==> config.mk <==
export PLATFORM = sky130hd
export DESIGN_NAME = fix_tcp_link_ctrl_flat
export DESIGN_NICKNAME = d
export VERILOG_FILES = /design/src/rtl/fix_tcp_pkg.sv /design/src/rtl/fix_tcp_link_ctrl_if.sv /design/src/rtl/fix_cyc_timer.sv /design/src/rtl/fix_tcp_link_ctrl.sv /design/src/flat_wrapper.sv
export SDC_FILE = /design/constraint.sdc
export NUM_CORES = 1
export LEC_CHECK = 0
export CORE_ASPECT_RATIO = 0.9
export CORE_UTILIZATION = 40
export DETAILED_ROUTE_END_ITERATION = 10
export GPL_TIMING_DRIVEN = 0
export PLACE_DENSITY = 0.67
export SLEW_MARGIN = 20
export SYNTH_ARGS = -nofsm -noshare
export SYNTH_HDL_FRONTEND = slang
export SYNTH_HIERARCHICAL = 1
export SYNTH_SLANG_ARGS = --single-unit
==> constraint.sdc <==
create_clock -name clk -period 3.4 [get_ports clk]
set_input_delay 0.85 -clock clk [delete_from_list [all_inputs] [get_ports clk]]
set_output_delay 0.85 -clock clk [all_outputs]
set_load 0.005 [all_outputs]
==> src/rtl/fix_tcp_pkg.sv <==
// Shared types for the FIX TCP link controller.
//   toe_cmd_e    : command codes sent to the TCP offload engine (11 is reserved, never sent)
//   link_state_e : link supervisor FSM states, also the debug encoding on state_o
//   addr_t       : 16-bit host address
//   max3()       : constant helper used to size the shared cycle timer
package fix_tcp_pkg;

  typedef enum logic [1:0] {
    CMD_OPEN   = 2'b00,
    CMD_LISTEN = 2'b01,
    CMD_CLOSE  = 2'b10
  } toe_cmd_e;

  typedef enum logic [2:0] {
    ST_IDLE      = 3'd0,
    ST_REQ_OPEN  = 3'd1,
    ST_WAIT_EST  = 3'd2,
    ST_UP        = 3'd3,
    ST_REQ_CLOSE = 3'd4,
    ST_BACKOFF   = 3'd5,
    ST_FAIL      = 3'd6
  } link_state_e;

  typedef logic [15:0] addr_t;

  function automatic int max3(input int a, input int b, input int c);
    int m;
    m = (a > b) ? a : b;
    return (m > c) ? m : c;
  endfunction

endpackage

==> src/rtl/fix_tcp_link_ctrl_if.sv <==
// Command/status bundle between the link controller and the TCP offload engine.
//   toe_req_o   : command request (controller -> TOE)
//   toe_cmd_o   : command code, see fix_tcp_pkg::toe_cmd_e
//   toe_addr_o  : host address travelling with the command
//   toe_ack_i   : TOE accepts the command
//   toe_est_i   : level, TCP session established
//   toe_abort_i : pulse, peer reset / TOE abort
//
// Handshake: toe_req_o acts as valid and toe_ack_i as ready. A command transfers on
// every rising clk edge where toe_req_o & toe_ack_i are both high. While toe_req_o is
// high and not yet acknowledged, toe_cmd_o and toe_addr_o do not change. Only one
// command is outstanding at a time; toe_req_o is low in the cycle after a transfer
// unless a different, new command is issued immediately.
interface fix_tcp_link_ctrl_if;
  import fix_tcp_pkg::*;

  logic       toe_req_o;
  logic [1:0] toe_cmd_o;
  addr_t      toe_addr_o;
  logic       toe_ack_i;
  logic       toe_est_i;
  logic       toe_abort_i;

  modport master (
    output toe_req_o, toe_cmd_o, toe_addr_o,
    input  toe_ack_i, toe_est_i, toe_abort_i
  );

  modport slave (
    input  toe_req_o, toe_cmd_o, toe_addr_o,
    output toe_ack_i, toe_est_i, toe_abort_i
  );

endinterface

==> src/rtl/fix_cyc_timer.sv <==
// Saturating cycle counter with a terminal-count flag.
//   clk, rst : clock, synchronous active-high reset
//   clr_i    : restart the count at zero (wins over en_i)
//   en_i     : count one cycle
//   term_i   : terminal value to compare against
//   hit_o    : count equals term_i
// The count stops at all-ones and never wraps, so a stale timer cannot alias back
// onto a small terminal value.
module fix_cyc_timer #(
  parameter int W = 16
) (
  input  logic         clk,
  input  logic         rst,
  input  logic         clr_i,
  input  logic         en_i,
  input  logic [W-1:0] term_i,
  output logic         hit_o
);

  logic [W-1:0] cnt_q;

  always_ff @(posedge clk) begin
    if (rst || clr_i) begin
      cnt_q <= '0;
    end else if (en_i && (cnt_q != {W{1'b1}})) begin
      cnt_q <= cnt_q + 1'b1;
    end
  end

  assign hit_o = (cnt_q == term_i);

endmodule

==> src/rtl/fix_tcp_link_ctrl.sv <==
// FIX TCP link controller: turns the connect-stage request (connect/address/listen)
// into open/listen/close commands for the TCP offload engine, supervises session
// establishment with a timeout, retries with back-off, and reports link state.
//   clk, rst      : clock, synchronous active-high reset (TOE is reset alongside,
//                   so no close is issued on reset)
//   connect_i     : level, 1 = link wanted
//   address_i     : host address, captured when leaving IDLE
//   listen_i      : 1 = passive listen, 0 = active open; captured with the address
//   toe           : command/status bundle to the TOE (master side)
//   rx_activity_i : pulse per received byte, feeds the optional rx watchdog
//   link_up_o     : session established and usable
//   link_fail_o   : one-cycle pulse on retries exhausted, link drop or abort in UP
//   retry_cnt_o   : failed attempts in this connect episode, saturating at 15
//   state_o       : FSM state for debug (fix_tcp_pkg::link_state_e encoding)
// Build option: define FIX_LINK_WDOG_EN to enable the rx-inactivity watchdog in UP.
module fix_tcp_link_ctrl
  import fix_tcp_pkg::*;
#(
  parameter int TIMEOUT_CYC = 50000,
  parameter int BACKOFF_CYC = 1000,
  parameter int MAX_RETRY   = 3,
  parameter int WDOG_CYC    = 200000
) (
  input  logic                       clk,
  input  logic                       rst,
  input  logic                       connect_i,
  input  addr_t                      address_i,
  input  logic                       listen_i,
  fix_tcp_link_ctrl_if.master        toe,
  input  logic                       rx_activity_i,
  output logic                       link_up_o,
  output logic                       link_fail_o,
  output logic [3:0]                 retry_cnt_o,
  output logic [2:0]                 state_o
);

  localparam int TW = $clog2(max3(TIMEOUT_CYC, BACKOFF_CYC, WDOG_CYC) + 1);
  localparam logic [TW-1:0] TIMEOUT_TERM = TW'(TIMEOUT_CYC - 1);
  localparam logic [TW-1:0] BACKOFF_TERM = TW'(BACKOFF_CYC - 1);

  link_state_e   state_q, state_d;
  addr_t         addr_q;
  toe_cmd_e      mode_q;
  logic [3:0]    retry_q;
  logic          failed_q;    // the close in progress ends a failed attempt
  logic          cancel_q;    // connect_i dropped while the open was pending
  logic          fail_q;

  logic          latch_open;
  logic          retry_inc;
  logic          fail_att;
  logic          fail_pulse;
  logic          wdog_kick;
  logic          wdog_hit;
  logic          tmr_clr;
  logic          tmr_en;
  logic          tmr_hit;
  logic [TW-1:0] tmr_term;

  // One timer serves timeout, back-off and watchdog: they live in disjoint states
  // and the timer restarts on every state change.
  fix_cyc_timer #(.W(TW)) u_timer (
    .clk    (clk),
    .rst    (rst),
    .clr_i  (tmr_clr),
    .en_i   (tmr_en),
    .term_i (tmr_term),
    .hit_o  (tmr_hit)
  );

`ifdef FIX_LINK_WDOG_EN
  localparam logic [TW-1:0] WDOG_TERM = TW'(WDOG_CYC - 1);
  assign wdog_kick = (state_q == ST_UP) && rx_activity_i;
  assign wdog_hit  = (state_q == ST_UP) && tmr_hit;
`else
  localparam logic [TW-1:0] WDOG_TERM = TIMEOUT_TERM;
  logic unused_rx;
  assign unused_rx = rx_activity_i;
  assign wdog_kick = 1'b0;
  assign wdog_hit  = 1'b0;
`endif

  always_comb begin
    tmr_term = TIMEOUT_TERM;
    unique case (state_q)
      ST_BACKOFF: tmr_term = BACKOFF_TERM;
      ST_UP:      tmr_term = WDOG_TERM;
      default:    tmr_term = TIMEOUT_TERM;
    endcase
  end

  assign tmr_en  = (state_q == ST_WAIT_EST) || (state_q == ST_BACKOFF) || (state_q == ST_UP);
  assign tmr_clr = (state_d != state_q) || wdog_kick;

  // Next-state and event strobes.
  always_comb begin
    state_d    = state_q;
    latch_open = 1'b0;
    retry_inc  = 1'b0;
    fail_att   = 1'b0;
    fail_pulse = 1'b0;
    unique case (state_q)
      ST_IDLE: begin
        if (connect_i) begin
          state_d    = ST_REQ_OPEN;
          latch_open = 1'b1;
        end
      end
      ST_REQ_OPEN: begin
        // A cancel cannot withdraw a pending request; it turns into a close.
        if (toe.toe_ack_i) begin
          state_d = (connect_i && !cancel_q) ? ST_WAIT_EST : ST_REQ_CLOSE;
        end
      end
      ST_WAIT_EST: begin
        if (toe.toe_abort_i) begin
          state_d   = ST_REQ_CLOSE;
          retry_inc = 1'b1;
          fail_att  = 1'b1;
        end else if (!connect_i) begin
          state_d = ST_REQ_CLOSE;
        end else if (toe.toe_est_i) begin
          state_d = ST_UP;
        end else if ((mode_q == CMD_OPEN) && tmr_hit) begin
          state_d   = ST_REQ_CLOSE;
          retry_inc = 1'b1;
          fail_att  = 1'b1;
        end
      end
      ST_UP: begin
        // Loss of the session outranks an orderly teardown requested the same cycle.
        if (toe.toe_abort_i || !toe.toe_est_i || wdog_hit) begin
          state_d    = ST_REQ_CLOSE;
          fail_pulse = 1'b1;
        end else if (!connect_i) begin
          state_d = ST_REQ_CLOSE;
        end
      end
      ST_REQ_CLOSE: begin
        if (toe.toe_ack_i) begin
          if (failed_q && connect_i) begin
            if (int'(retry_q) <= MAX_RETRY) begin
              state_d = ST_BACKOFF;
            end else begin
              state_d    = ST_FAIL;
              fail_pulse = 1'b1;
            end
          end else begin
            state_d = ST_IDLE;
          end
        end
      end
      ST_BACKOFF: begin
        if (!connect_i) begin
          state_d = ST_IDLE;
        end else if (tmr_hit) begin
          state_d = ST_REQ_OPEN;
        end
      end
      ST_FAIL: begin
        if (!connect_i) begin
          state_d = ST_IDLE;
        end
      end
      default: state_d = ST_IDLE;
    endcase
  end

  always_ff @(posedge clk) begin
    if (rst) begin
      state_q  <= ST_IDLE;
      addr_q   <= '0;
      mode_q   <= CMD_OPEN;
      retry_q  <= '0;
      failed_q <= 1'b0;
      cancel_q <= 1'b0;
      fail_q   <= 1'b0;
    end else begin
      state_q <= state_d;
      fail_q  <= fail_pulse;
      if (latch_open) begin
        addr_q  <= address_i;
        mode_q  <= listen_i ? CMD_LISTEN : CMD_OPEN;
        retry_q <= '0;
      end else if (retry_inc && (retry_q != 4'hF)) begin
        retry_q <= retry_q + 4'd1;
      end
      // Held through REQ_CLOSE so the post-ack decision sees why the close began.
      if (state_q != ST_REQ_CLOSE) begin
        failed_q <= fail_att;
      end
      if (state_q == ST_REQ_OPEN) begin
        cancel_q <= cancel_q | ~connect_i;
      end else begin
        cancel_q <= 1'b0;
      end
    end
  end

  assign toe.toe_req_o  = (state_q == ST_REQ_OPEN) || (state_q == ST_REQ_CLOSE);
  assign toe.toe_cmd_o  = (state_q == ST_REQ_CLOSE) ? CMD_CLOSE : mode_q;
  assign toe.toe_addr_o = addr_q;
  assign link_up_o      = (state_q == ST_UP);
  assign link_fail_o    = fail_q;
  assign retry_cnt_o    = retry_q;
  assign state_o        = state_q;

endmodule

==> src/flat_wrapper.sv <==
// flat-port wrapper written by rule: the top's interface ports become plain ports
module fix_tcp_link_ctrl_flat import fix_tcp_pkg::*;
#(
  parameter int TIMEOUT_CYC = 50000,
  parameter int BACKOFF_CYC = 1000,
  parameter int MAX_RETRY   = 3,
  parameter int WDOG_CYC    = 200000
)
  (clk, rst, connect_i, address_i, listen_i, rx_activity_i, link_up_o, link_fail_o, retry_cnt_o, state_o, toe_toe_req_o, toe_toe_cmd_o, toe_toe_addr_o, toe_toe_ack_i, toe_toe_est_i, toe_toe_abort_i);
  fix_tcp_link_ctrl_if toe_i ();
  input  logic clk;
  input  logic rst;
  input  logic connect_i;
  input  addr_t address_i;
  input  logic listen_i;
  input  logic rx_activity_i;
  output logic link_up_o;
  output logic link_fail_o;
  output logic [3:0] retry_cnt_o;
  output logic [2:0] state_o;
  output wire logic [$bits(toe_i.toe_req_o)-1:0] toe_toe_req_o;
  output wire logic [$bits(toe_i.toe_cmd_o)-1:0] toe_toe_cmd_o;
  output wire logic [$bits(toe_i.toe_addr_o)-1:0] toe_toe_addr_o;
  input wire logic [$bits(toe_i.toe_ack_i)-1:0] toe_toe_ack_i;
  input wire logic [$bits(toe_i.toe_est_i)-1:0] toe_toe_est_i;
  input wire logic [$bits(toe_i.toe_abort_i)-1:0] toe_toe_abort_i;
  assign toe_toe_req_o = toe_i.toe_req_o;
  assign toe_toe_cmd_o = toe_i.toe_cmd_o;
  assign toe_toe_addr_o = toe_i.toe_addr_o;
  assign toe_i.toe_ack_i = toe_toe_ack_i;
  assign toe_i.toe_est_i = toe_toe_est_i;
  assign toe_i.toe_abort_i = toe_toe_abort_i;
  fix_tcp_link_ctrl #(.TIMEOUT_CYC(TIMEOUT_CYC), .BACKOFF_CYC(BACKOFF_CYC), .MAX_RETRY(MAX_RETRY), .WDOG_CYC(WDOG_CYC)) u_core (.clk(clk), .rst(rst), .connect_i(connect_i), .address_i(address_i), .listen_i(listen_i), .toe(toe_i), .rx_activity_i(rx_activity_i), .link_up_o(link_up_o), .link_fail_o(link_fail_o), .retry_cnt_o(retry_cnt_o), .state_o(state_o));
endmodule
==> flow_metrics.env, run 1 <==
export IMPL_r2r_start="u_core/state_o[1]"
export IMPL_min_period_ns=3.51
export IMPL_via_per_inst=5.27
export IMPL_startpoint="u_core/state_o[1]"
export IMPL_insertedDiodeCount=0
export IMPL_layout_area_seq_um2=910
export IMPL_cts_htree_levels=2
export IMPL_cts_sinks=45
export IMPL_relSlewSlack=0.611
export IMPL_gp_congestion=0.885
export IMPL_wl_um=6630
export IMPL_hold_start="u_core/toe.toe_addr_o[4]"
export IMPL_vias=2534
export IMPL_grt_pass1_vias=2287
export IMPL_clk_pin_slew_ns=0.10
export IMPL_dpl_worst_slack_ns=-0.561
export IMPL_fmax_mhz=285
export IMPL_status="complete, but fails checks"
export IMPL_io_buffer_count=49
export IMPL_root_buffer="clkbuf_8"
export IMPL_core_region_area_um2=6110
export IMPL_drt_pass1_iter_count=4
export IMPL_drt_iter0_markers=184
export IMPL_numCtsBuffers=5
export IMPL_synthArstFlopShare=0
export IMPL_nNetsFinal=419
export IMPL_n_fill_cell=581
export IMPL_p_sw_uw=326
export IMPL_finalMaxSlewViolations=0
export IMPL_synth_enable_flop_cells=0
export IMPL_synthFlopType="dfxtp_1"
export IMPL_ys_ff_latch=45
export IMPL_critical_path_max_fanout=5
export IMPL_layout_common_cells="nand2_1, clkdlybuf4s50_1, dfxtp_1"
export IMPL_worst_slack_ns=-0.113
export IMPL_ys_warn_count=6
export IMPL_clock_skew_ns=0.0110
export IMPL_clk_path_buf_depth=2
export IMPL_dieWidth_um=86.0
export IMPL_dp_hpwl_um=4700
export IMPL_synth_distinct_cells=61
export IMPL_wire_per_inst_um=13.8
export IMPL_start_util=0.415
export IMPL_dieArea_um2=6670
export IMPL_fin_crit_sh=1.03
export IMPL_grt_max_degree=17
export IMPL_arrival_ns=3.76
export IMPL_crit_required_ns=3.64
export IMPL_peakVddDrop_mv=0.217
export IMPL_synth_area_per_cell_um2=8.11
export IMPL_mostFrequentLayoutCell="nand2_1"
export IMPL_dp_cells=460
export IMPL_cp_end_kind="flop"
export IMPL_multi_input_area_um2=1640
export IMPL_grt_pass1_wl_um=11100
export IMPL_drv_cap=0
export IMPL_place_area_um2=3210
export IMPL_netlist_area_um2=2540
export IMPL_syn_inst=313
export IMPL_min_path_type="reg2reg"
export IMPL_syn_to_final_growth_pct=38.8
export IMPL_swShare=0.284
export IMPL_failed_checks="negative setup slack"
export IMPL_cellPowerDensity_nw_per_um2=326
export IMPL_die_y_um=77.6
export IMPL_seqPwrFrac=0.482
export IMPL_hold_violations=0
export IMPL_postLayoutCellArea_um2=3520
export IMPL_crit_path_start_kind="flop"
export IMPL_finalSetupViolCount=6
export IMPL_rsz0062_at_grt="true"
export IMPL_p_int_uw=822
export IMPL_io_pins=52
export IMPL_cts_tree="done"
export IMPL_placementRows=27
export IMPL_comb_power_share=0.213
export IMPL_drive_gt1_frac=0.168
export IMPL_finalNonFillerCells=481
export IMPL_critPathKind="reg2reg"
export IMPL_antenna_found_initial=0
export IMPL_worst_pin_slew_ns=0.570
export IMPL_clk_insertion_delay_late_ns=0.30
export IMPL_fin_hold_ws_ns=0.456
export IMPL_drc=0
export IMPL_p_leak_nw=1.31
export IMPL_p_clk_frac=0.305
export IMPL_grt_usage=0.207
export IMPL_drt_antenna_violating_nets=0
export IMPL_ys_seq_area_frac=0.355
export IMPL_overflow=0
[power groups by stage]
stage               sequential [mW]  clock, mW  combinational [mW]
floorplan                     0.567          0               0.105
global route                  0.556      0.384               0.266
detailed placement            0.566          0               0.198
global placement              0.566          0               0.197
CTS                           0.553      0.364               0.237
finish                        0.554      0.350               0.244
[flip-flops by register name, indices dropped and copies added (netlist names)]
| name | cells |
|---|---|
| u_core/cancel_q | 1 |
| u_core/link_fail_o | 1 |
| u_core/u_timer/cnt_q | 18 |
| u_core/state_o | 3 |
| u_core/retry_cnt_o | 4 |
| u_core/failed_q | 1 |
| u_core/toe.toe_addr_o | 16 |
| u_core/mode_q | 1 |
[what timing repair did]
item | 4_1_cts | 5_1_grt
pin swaps | 7 | 11
setup endpoints to repair | 18 | 18
buffers inserted | 12 | 3
resized for setup | 19 | 11
cloned | 1 | 0
hold buffers | 0 | 0
[metal layers]
| metal | routed length, µm | up-vias | track usage |
|---|---|---|---|
| li1 | - | 1263 | - |
| met4 | 55 | 0 | 0.0533 |
| met2 | 2970 | 66 | 0.309 |
| met3 | 317 | 5 | 0.0351 |
| met5 | 0 | - | 0 |
| met1 | 3280 | 1200 | 0.308 |
[metrics by stage]
step	TNS (ns)	total power, mW	util
after floorplan	-0.146	0.672	-
after global placement	-6.59	0.763	0.526
after detailed placement	-7.14	0.765	0.526
after CTS	-1.38	1.15	0.565
after global routing	-1.72	1.21	0.576
final	-0.392	1.15	0.576
[cells in the mapped netlist (5+ instances only)]
library cell	instances	area, µm²
mux2i_1	6	60.1
nand2_1	51	191
xnor2_1	7	61.3
nor4_1	5	31.3
nand2b_1	6	37.5
inv_1	5	18.8
nand4_1	6	37.5
xor2_1	16	140
dfxtp_1	45	901
or3_1	5	31.3
nand3_1	12	60.1
buf_2	9	45.0
o21ai_1	5	25.0
clkbuf_1	9	33.8
o21ai_0	5	25.0
a21oi_1	31	155
nor2_1	10	37.5
nor3_1	10	50.1
[area by class of cell]
cell class / count / area share
plain buffers: 20 / 0.0369
clock buffers: 5 / 0.0195
clock inverters: 3 / 0.00710
inverters: 5 / 0.00604
multi-input cells: 251 / 0.465
flip-flops and latches: 45 / 0.258
well taps: 87 / 0.0309
repair buffers: 65 / 0.177
[critical path, cell delays in order, from the launching register on]
cell and delay, ns:
dfxtp_4 0.35, nand2b_4 0.14, or2_4 0.28, xor2_2 0.16, nor4_2 0.29, nand3_1 0.17, nor4_4 0.19, or2b_4 0.30
or4b_4 0.19, a311o_1 0.20, mux2i_1 0.21, nand3_1 0.14, or2_4 0.30, or4_1 0.46, o21ai_1 0.08
[worst paths after layout]
path,endpoint,depth (start not counted),slack (ns)
max,u_core/u_timer/cnt_q[9],14,-0.11
min,u_core/toe.toe_addr_o[4],2,0.46
max reg2reg,u_core/u_timer/cnt_q[9],14,-0.11
min reg2reg,u_core/toe.toe_addr_o[4],2,0.46
[cells by family after synthesis]
logic type,count (synthesis),synth area share
mux,6,0.0237
buf+inv,28,0.0533
flops,45,0.355
compound gates,70,0.175
other cells,2,0.00296
simple gates,137,0.301
xor+xnor,23,0.0794
fa+ha+maj,2,0.00986
Note: power is estimated with default switching activity, not from simulation.
==> run 2, diff against run 1 <==
--- a/config.mk
+++ b/config.mk
@@ -6,10 +6,10 @@
 export NUM_CORES = 1
 export LEC_CHECK = 0
 export CORE_ASPECT_RATIO = 0.9
-export CORE_UTILIZATION = 40
+export CORE_UTILIZATION = 46
 export DETAILED_ROUTE_END_ITERATION = 10
 export GPL_TIMING_DRIVEN = 0
-export PLACE_DENSITY = 0.67
+export PLACE_DENSITY = 0.76
 export SLEW_MARGIN = 20
 export SYNTH_ARGS = -nofsm -noshare
 export SYNTH_HDL_FRONTEND = slang
==> run 2 against run 1 <==
  * First-iteration DRC count increased by 18%
  * Final cell count decreased by 2.7%
  * Clock power increased by 22%
  * Sequential share of layout area decreased by 0.58 points
  * Cell area increased by 2.3%
  * Flip-flop and latch count unchanged
  * Sequential power about the same
  * Worst hold slack improved by 0.0017 ns
  * Wire length increased by 4.1%
  * Critical endpoint unchanged
  * Global-route usage increased by 3.3 points
  * The flow still finishes with violations (negative setup slack)
==> flow_metrics.env, run 2 (synthesized netlist as in run 1, its figures left out) <==
export IMPL_status="complete, but fails checks"
export IMPL_failed_checks="negative setup slack"
export IMPL_finalMaxSlewViolations=0
export IMPL_nNetsFinal=426
export IMPL_grt_usage=0.241
export IMPL_dieWidth_um=80.3
export IMPL_p_leak_nw=1.38
export IMPL_drt_antenna_violating_nets=0
export IMPL_regToRegSetupSlack_ns=-0.13
export IMPL_r2r_start="u_core/state_o[1]"
export IMPL_critical_path_max_fanout=6
export IMPL_overflow=0
export IMPL_arrival_ns=3.77
export IMPL_cts_htree_levels=2
export IMPL_insertedDiodeCount=0
export IMPL_drc=0
export IMPL_gp_congestion=0.850
export IMPL_fin_crit_sh=1.04
export IMPL_cts_tree="done"
export IMPL_min_period_ns=3.53
export IMPL_finalSetupViolCount=12
export IMPL_peakVddDrop_mv=0.315
export IMPL_crit_path_start_kind="flop"
export IMPL_wire_per_inst_um=14.7
export IMPL_drt_iter0_markers=217
export IMPL_fin_setup_tns_ns=-0.849
export IMPL_core_region_area_um2=5290
export IMPL_die_y_um=72.5
export IMPL_cts_sinks=45
export IMPL_start_util=0.480
export IMPL_drive_gt1_frac=0.197
export IMPL_worstHoldPathCells=2
export IMPL_hold_start="u_core/toe.toe_addr_o[7]"
export IMPL_clock_skew_ns=0.00918
export IMPL_regMostFlops="u_core/u_timer/cnt_q"
export IMPL_crit_required_ns=3.64
export IMPL_relSlewSlack=0.600
export IMPL_hold_path_end="u_core/toe.toe_addr_o[7]"
export IMPL_critPathKind="reg2reg"
export IMPL_clk_path_buf_depth=2
export IMPL_mostFrequentLayoutCell="clkdlybuf4s50_1"
export IMPL_numCtsBuffers=5
export IMPL_min_path_type="reg2reg"
export IMPL_antenna_found_initial=0
export IMPL_worst_pin_slew_ns=0.585
export IMPL_fmax_mhz=283
export IMPL_clk_insertion_delay_late_ns=0.30
export IMPL_dp_hpwl_um=4540
export IMPL_via_per_inst=5.56
export IMPL_cellPowerDensity_nw_per_um2=347
export IMPL_worst_slack_ns=-0.134
export IMPL_hold_violations=0
export IMPL_grt_pass1_vias=2289
export IMPL_io_pins=52
export IMPL_grt_max_degree=17
export IMPL_rr_endpoint="u_core/u_timer/cnt_q[9]"
export IMPL_layout_common_cells="clkdlybuf4s50_1, nand2_1, dfxtp_1"
export IMPL_cp_end_kind="flop"
export IMPL_drv_cap=0
export IMPL_syn_to_final_growth_pct=42.0
export IMPL_io_buffer_count=49
export IMPL_largest_reg_flops=18
export IMPL_rsz0062_at_grt="true"
export IMPL_reg2reg_depth=15
export IMPL_finalPower_mw=1.25
export IMPL_dieArea_um2=5820
export IMPL_dpl_worst_slack_ns=-0.492
export IMPL_wl_um=6900
export IMPL_drt_pass1_iter_count=4
export IMPL_vias=2602
export IMPL_placementRows=25
export IMPL_clk_pin_slew_ns=0.10
export IMPL_grt_pass1_wl_um=11000
export IMPL_root_buffer="clkbuf_8"
run 2: metal layers:
metal | vias to the layer above | GRT usage | wire length [µm]
li1 | 1283 | - | -
met1 | 1216 | 0.354 | 3250
met2 | 90 | 0.358 | 3150
met3 | 13 | 0.0453 | 399
met4 | 0 | 0.0655 | 94
met5 | - | 0 | 0
run 2: power breakdown:
part           leakage, nW  internal (mW)  switching (mW)  total (mW)
clock network       0.0603          0.225           0.201       0.427
registers            0.367          0.543          0.0105       0.554
logic                0.953          0.146           0.125       0.271
run 2: worst max path at each step:
| stage | endpoint | depth (start not counted) | start | slack [ns] |
|---|---|---|---|---|
| floorplan | u_core/u_timer/cnt_q[9] | 16 | u_core/state_o[1] | -0.09 |
| global placement | u_core/u_timer/cnt_q[10] | 16 | u_core/state_o[2] | -0.49 |
| detailed placement | u_core/u_timer/cnt_q[10] | 16 | u_core/state_o[2] | -0.49 |
| CTS | u_core/u_timer/cnt_q[9] | 15 | u_core/state_o[0] | -0.24 |
| global route | u_core/u_timer/cnt_q[15] | 18 | u_core/state_o[1] | -0.33 |
| finish | u_core/u_timer/cnt_q[9] | 15 | u_core/state_o[1] | -0.13 |
run 2: worst max-delay path: stages, from the launching register on:
cell and delay [ns]:
dfxtp_4 0.36, nand2b_4 0.14, or2_4 0.28, inv_1 0.11, xor2_1 0.08, nor4_1 0.24
nand3_1 0.19, nor4_4 0.21, or2b_4 0.31, or4b_1 0.16, a311o_1 0.19, mux2i_1 0.19
nand3_1 0.16, or2_4 0.32, or4_1 0.47, o21ai_1 0.08
run 2: layout make-up:
cell class	count	area (µm²)
Timing Repair Buffer	72	686
Sequential cell	45	910
Clock buffer	5	68.8
Multi-Input combinational cell	251	1650
Clock inverter	3	50.0
Tap cell	67	83.8
Buffer	20	130
Inverter	5	21.3
Fill cell	416	1680
run 2: what timing repair did:
item,4_1_cts,5_1_grt
setup buffers,18,4
pin swaps,11,12
hold buffers,0,0
resized for setup,27,14
cloned,1,0
setup endpoints to repair,18,18
run 2: stage by stage:
stage / instance area [µm²] / hold slack [ns] / std cells / util
3_5_place_dp: 3190 / 0.448 / 440 / 0.603
4_1_cts: 3530 / 0.459 / 465 / 0.668
2_1_floorplan: 2620 / 0.453 / 324 / -
6_report: 3600 / 0.457 / 468 / 0.682
5_1_grt: 3600 / 0.477 / 468 / 0.682
3_3_place_gp: 3190 / 0.441 / 440 / 0.603
==> run 3, diff against run 2 <==
--- a/config.mk
+++ b/config.mk
@@ -7,10 +7,11 @@
 export LEC_CHECK = 0
 export CORE_ASPECT_RATIO = 0.9
 export CORE_UTILIZATION = 46
+export CTS_BUF_LIST = sky130_fd_sc_hd__clkbuf_16
 export DETAILED_ROUTE_END_ITERATION = 10
 export GPL_TIMING_DRIVEN = 0
 export PLACE_DENSITY = 0.76
-export SLEW_MARGIN = 20
+export SLEW_MARGIN = 30
 export SYNTH_ARGS = -nofsm -noshare
 export SYNTH_HDL_FRONTEND = slang
 export SYNTH_HIERARCHICAL = 1
==> run 3 against run 2 <==
  * Non-clock buffer count grew 2
  * The flow still finishes with violations (negative setup slack)
  * First-iteration DRC count shrank 9.2%
  * Wire length grew 4.2%
==> flow_metrics.env, run 3 (synthesized netlist as in run 1, its figures left out) <==
export IMPL_max_stage_delay_ns=0.47
export IMPL_startpoint="u_core/state_o[1]"
export IMPL_met2_usage=0.373
export IMPL_root_buffer="clkbuf_16"
export IMPL_hold_violations=0
export IMPL_clk_path_buf_depth=2
export IMPL_dieArea_um2=5820
export IMPL_p_clk_frac=0.405
export IMPL_comb_power_share=0.200
export IMPL_clk_insertion_delay_late_ns=0.28
export IMPL_grt_pass1_wl_um=11100
export IMPL_multi_input_area_um2=1630
export IMPL_nNetsFinal=428
export IMPL_failed_checks="negative setup slack"
export IMPL_crit_path_start_kind="flop"
export IMPL_regMostFlops="u_core/u_timer/cnt_q"
export IMPL_drv_cap=0
export IMPL_arrival_ns=3.81
export IMPL_drc=0
export IMPL_peakVddDrop_mv=0.279
export IMPL_p_int_mw=1.05
export IMPL_die_y_um=72.5
export IMPL_io_buffer_count=49
export IMPL_finalMaxSlewViolations=0
export IMPL_dpl_worst_slack_ns=-0.492
export IMPL_cp_end_kind="flop"
export IMPL_cts_tree="done"
export IMPL_path_buf_inv=1
export IMPL_critPathKind="reg2reg"
export IMPL_worst_pin_slew_ns=0.771
export IMPL_clk_pin_slew_ns=0.07
export IMPL_rsz0062_at_grt="true"
export IMPL_critical_path_max_fanout=6
export IMPL_drive_gt1_frac=0.184
export IMPL_cp_depth=15
export IMPL_regToRegSetupSlack_ns=-0.19
export IMPL_syn_to_final_growth_pct=44.0
export IMPL_layout_area_seq_um2=910
export IMPL_swShare=0.252
export IMPL_seqPwrFrac=0.394
export IMPL_worst_slack_ns=-0.188
export IMPL_rr_endpoint="u_core/u_timer/cnt_q[9]"
export IMPL_finalSetupViolCount=17
export IMPL_p_sw_uw=355
export IMPL_drt_pass1_iter_count=5
export IMPL_n_fill_cell=393
export IMPL_cellPowerDensity_nw_per_um2=385
export IMPL_relSlewSlack=0.473
export IMPL_cts_sinks=45
export IMPL_gp_congestion=0.850
export IMPL_cts_htree_levels=2
export IMPL_core_region_area_um2=5290
export IMPL_fin_crit_sh=1.06
export IMPL_via_per_inst=5.65
export IMPL_vias=2655
export IMPL_io_pins=52
export IMPL_grt_usage=0.245
export IMPL_endpoint="u_core/u_timer/cnt_q[9]"
export IMPL_dp_hpwl_um=4540
export IMPL_reg2reg_depth=15
export IMPL_mostFrequentLayoutCell="nand2_1"
export IMPL_p_leak_nw=1.40
export IMPL_largest_reg_flops=18
export IMPL_utilization=0.691
export IMPL_drt_antenna_violating_nets=0
export IMPL_min_path_type="reg2reg"
export IMPL_gr_usage_met3=0.0503
export IMPL_drt_iter0_markers=197
export IMPL_fin_hold_ws_ns=0.455
export IMPL_wire_per_inst_um=15.3
export IMPL_clock_skew_ns=0.00590
export IMPL_crit_required_ns=3.62
export IMPL_crit_slowest_cell="or4_1"
export IMPL_grt_max_degree=17
export IMPL_r2r_start="u_core/state_o[1]"
export IMPL_insertedDiodeCount=0
export IMPL_layout_common_cells="nand2_1, clkdlybuf4s50_1, dfxtp_1"
export IMPL_grt_util_met1=0.346
export IMPL_placementRows=25
export IMPL_holdBufCountCts=0
export IMPL_numCtsBuffers=5
export IMPL_antenna_found_initial=0
export IMPL_grt_pass1_vias=2334
export IMPL_min_period_ns=3.59
export IMPL_overflow=0
export IMPL_fmax_mhz=279
export IMPL_start_util=0.480
export IMPL_wl_um=7190
export IMPL_dieWidth_um=80.3
export IMPL_status="complete, but fails checks"
export IMPL_top_usage_layer="met2"
export IMPL_crit_chain="nand2b_4 > or2_4 > inv_1 > xor2_1 > nor4_1 > nand3_1 > nor4_4 > or2b_4 > or4b_1 > a311o_1 > mux2i_1 > nand3_1 > or2_4 > or4_1 > o21ai_1"
export IMPL_cp_top_family="simple AND/OR/NAND/NOR gates"
[run 3: cell count changes in the layout (fill, tap and decap cells not counted), moves of 2 or more]
cell and delta:
buf_6 +2, clkbuf_16 +5, clkbuf_8 -4, nand2_1 +6, nand2_2 -5
[run 3: power groups by stage]
stage               sequential, mW  combinational (mW)  clock (mW)
floorplan                    0.567               0.105           0
finish                       0.554               0.282       0.569
detailed placement           0.566               0.196           0
CTS                          0.553               0.243       0.580
global route                 0.557               0.303       0.608
global placement             0.566               0.194           0
[run 3: worst register-to-register path: stages, from the launching register on]
cell	delay, ns
dfxtp_4	0.35
nand2b_4	0.14
or2_4	0.26
inv_1	0.10
xor2_1	0.08
nor4_1	0.29
nand3_1	0.20
nor4_4	0.23
or2b_4	0.31
or4b_1	0.16
a311o_1	0.21
mux2i_1	0.19
nand3_1	0.14
or2_4	0.31
or4_1	0.47
o21ai_1	0.08
[run 3: area by class of cell]
class	count	area share
buffer	19	0.0325
clock buffer	5	0.0342
clock inverter	3	0.0137
inverter	5	0.00582
multi-input combinational	251	0.445
sequential	45	0.249
tap	67	0.0229
timing repair buffer	75	0.197
[run 3: worst min-delay path by stage]
| stage | from | endpoint | cells after the start |
|---|---|---|---|
| finish | u_core/toe.toe_addr_o[7] | u_core/toe.toe_addr_o[7] | 2 |
| global route | u_core/toe.toe_addr_o[13] | u_core/toe.toe_addr_o[13] | 2 |
| CTS | u_core/toe.toe_addr_o[10] | u_core/toe.toe_addr_o[10] | 2 |
| detailed placement | u_core/toe.toe_addr_o[10] | u_core/toe.toe_addr_o[10] | 2 |
| global placement | u_core/toe.toe_addr_o[10] | u_core/toe.toe_addr_o[10] | 2 |
| floorplan | u_core/toe.toe_addr_o[0] | u_core/toe.toe_addr_o[0] | 2 |
[run 3: routing by layer]
layer  routed length [µm]  up-vias  share of wire
met5                    0        -              0
met4                   98        0          0.014
met3                  438       11          0.061
met2                 3370      102           0.47
met1                 3280     1257           0.46
li1                     -     1285              -
[run 3: timing repair]
action | in CTS | in global routing
pin swaps | 10 | 10
endpoints found under the setup margin | 18 | 18
cloned | 1 | 0
buffers inserted | 15 | 10
gates resized for setup | 20 | 17
[run 3: metrics by stage]
| stage | setup TNS [ns] | area (µm²) | instances | total power [mW] |
|---|---|---|---|---|
| 2_1_floorplan | -0.146 | 2620 | 324 | 0.672 |
| 3_3_place_gp | -6.26 | 3190 | 440 | 0.760 |
| 3_5_place_dp | -6.71 | 3190 | 440 | 0.763 |
| 4_1_cts | -0.907 | 3540 | 462 | 1.38 |
| 5_1_grt | -3.87 | 3650 | 470 | 1.47 |
| 6_report | -2.00 | 3650 | 470 | 1.41 |
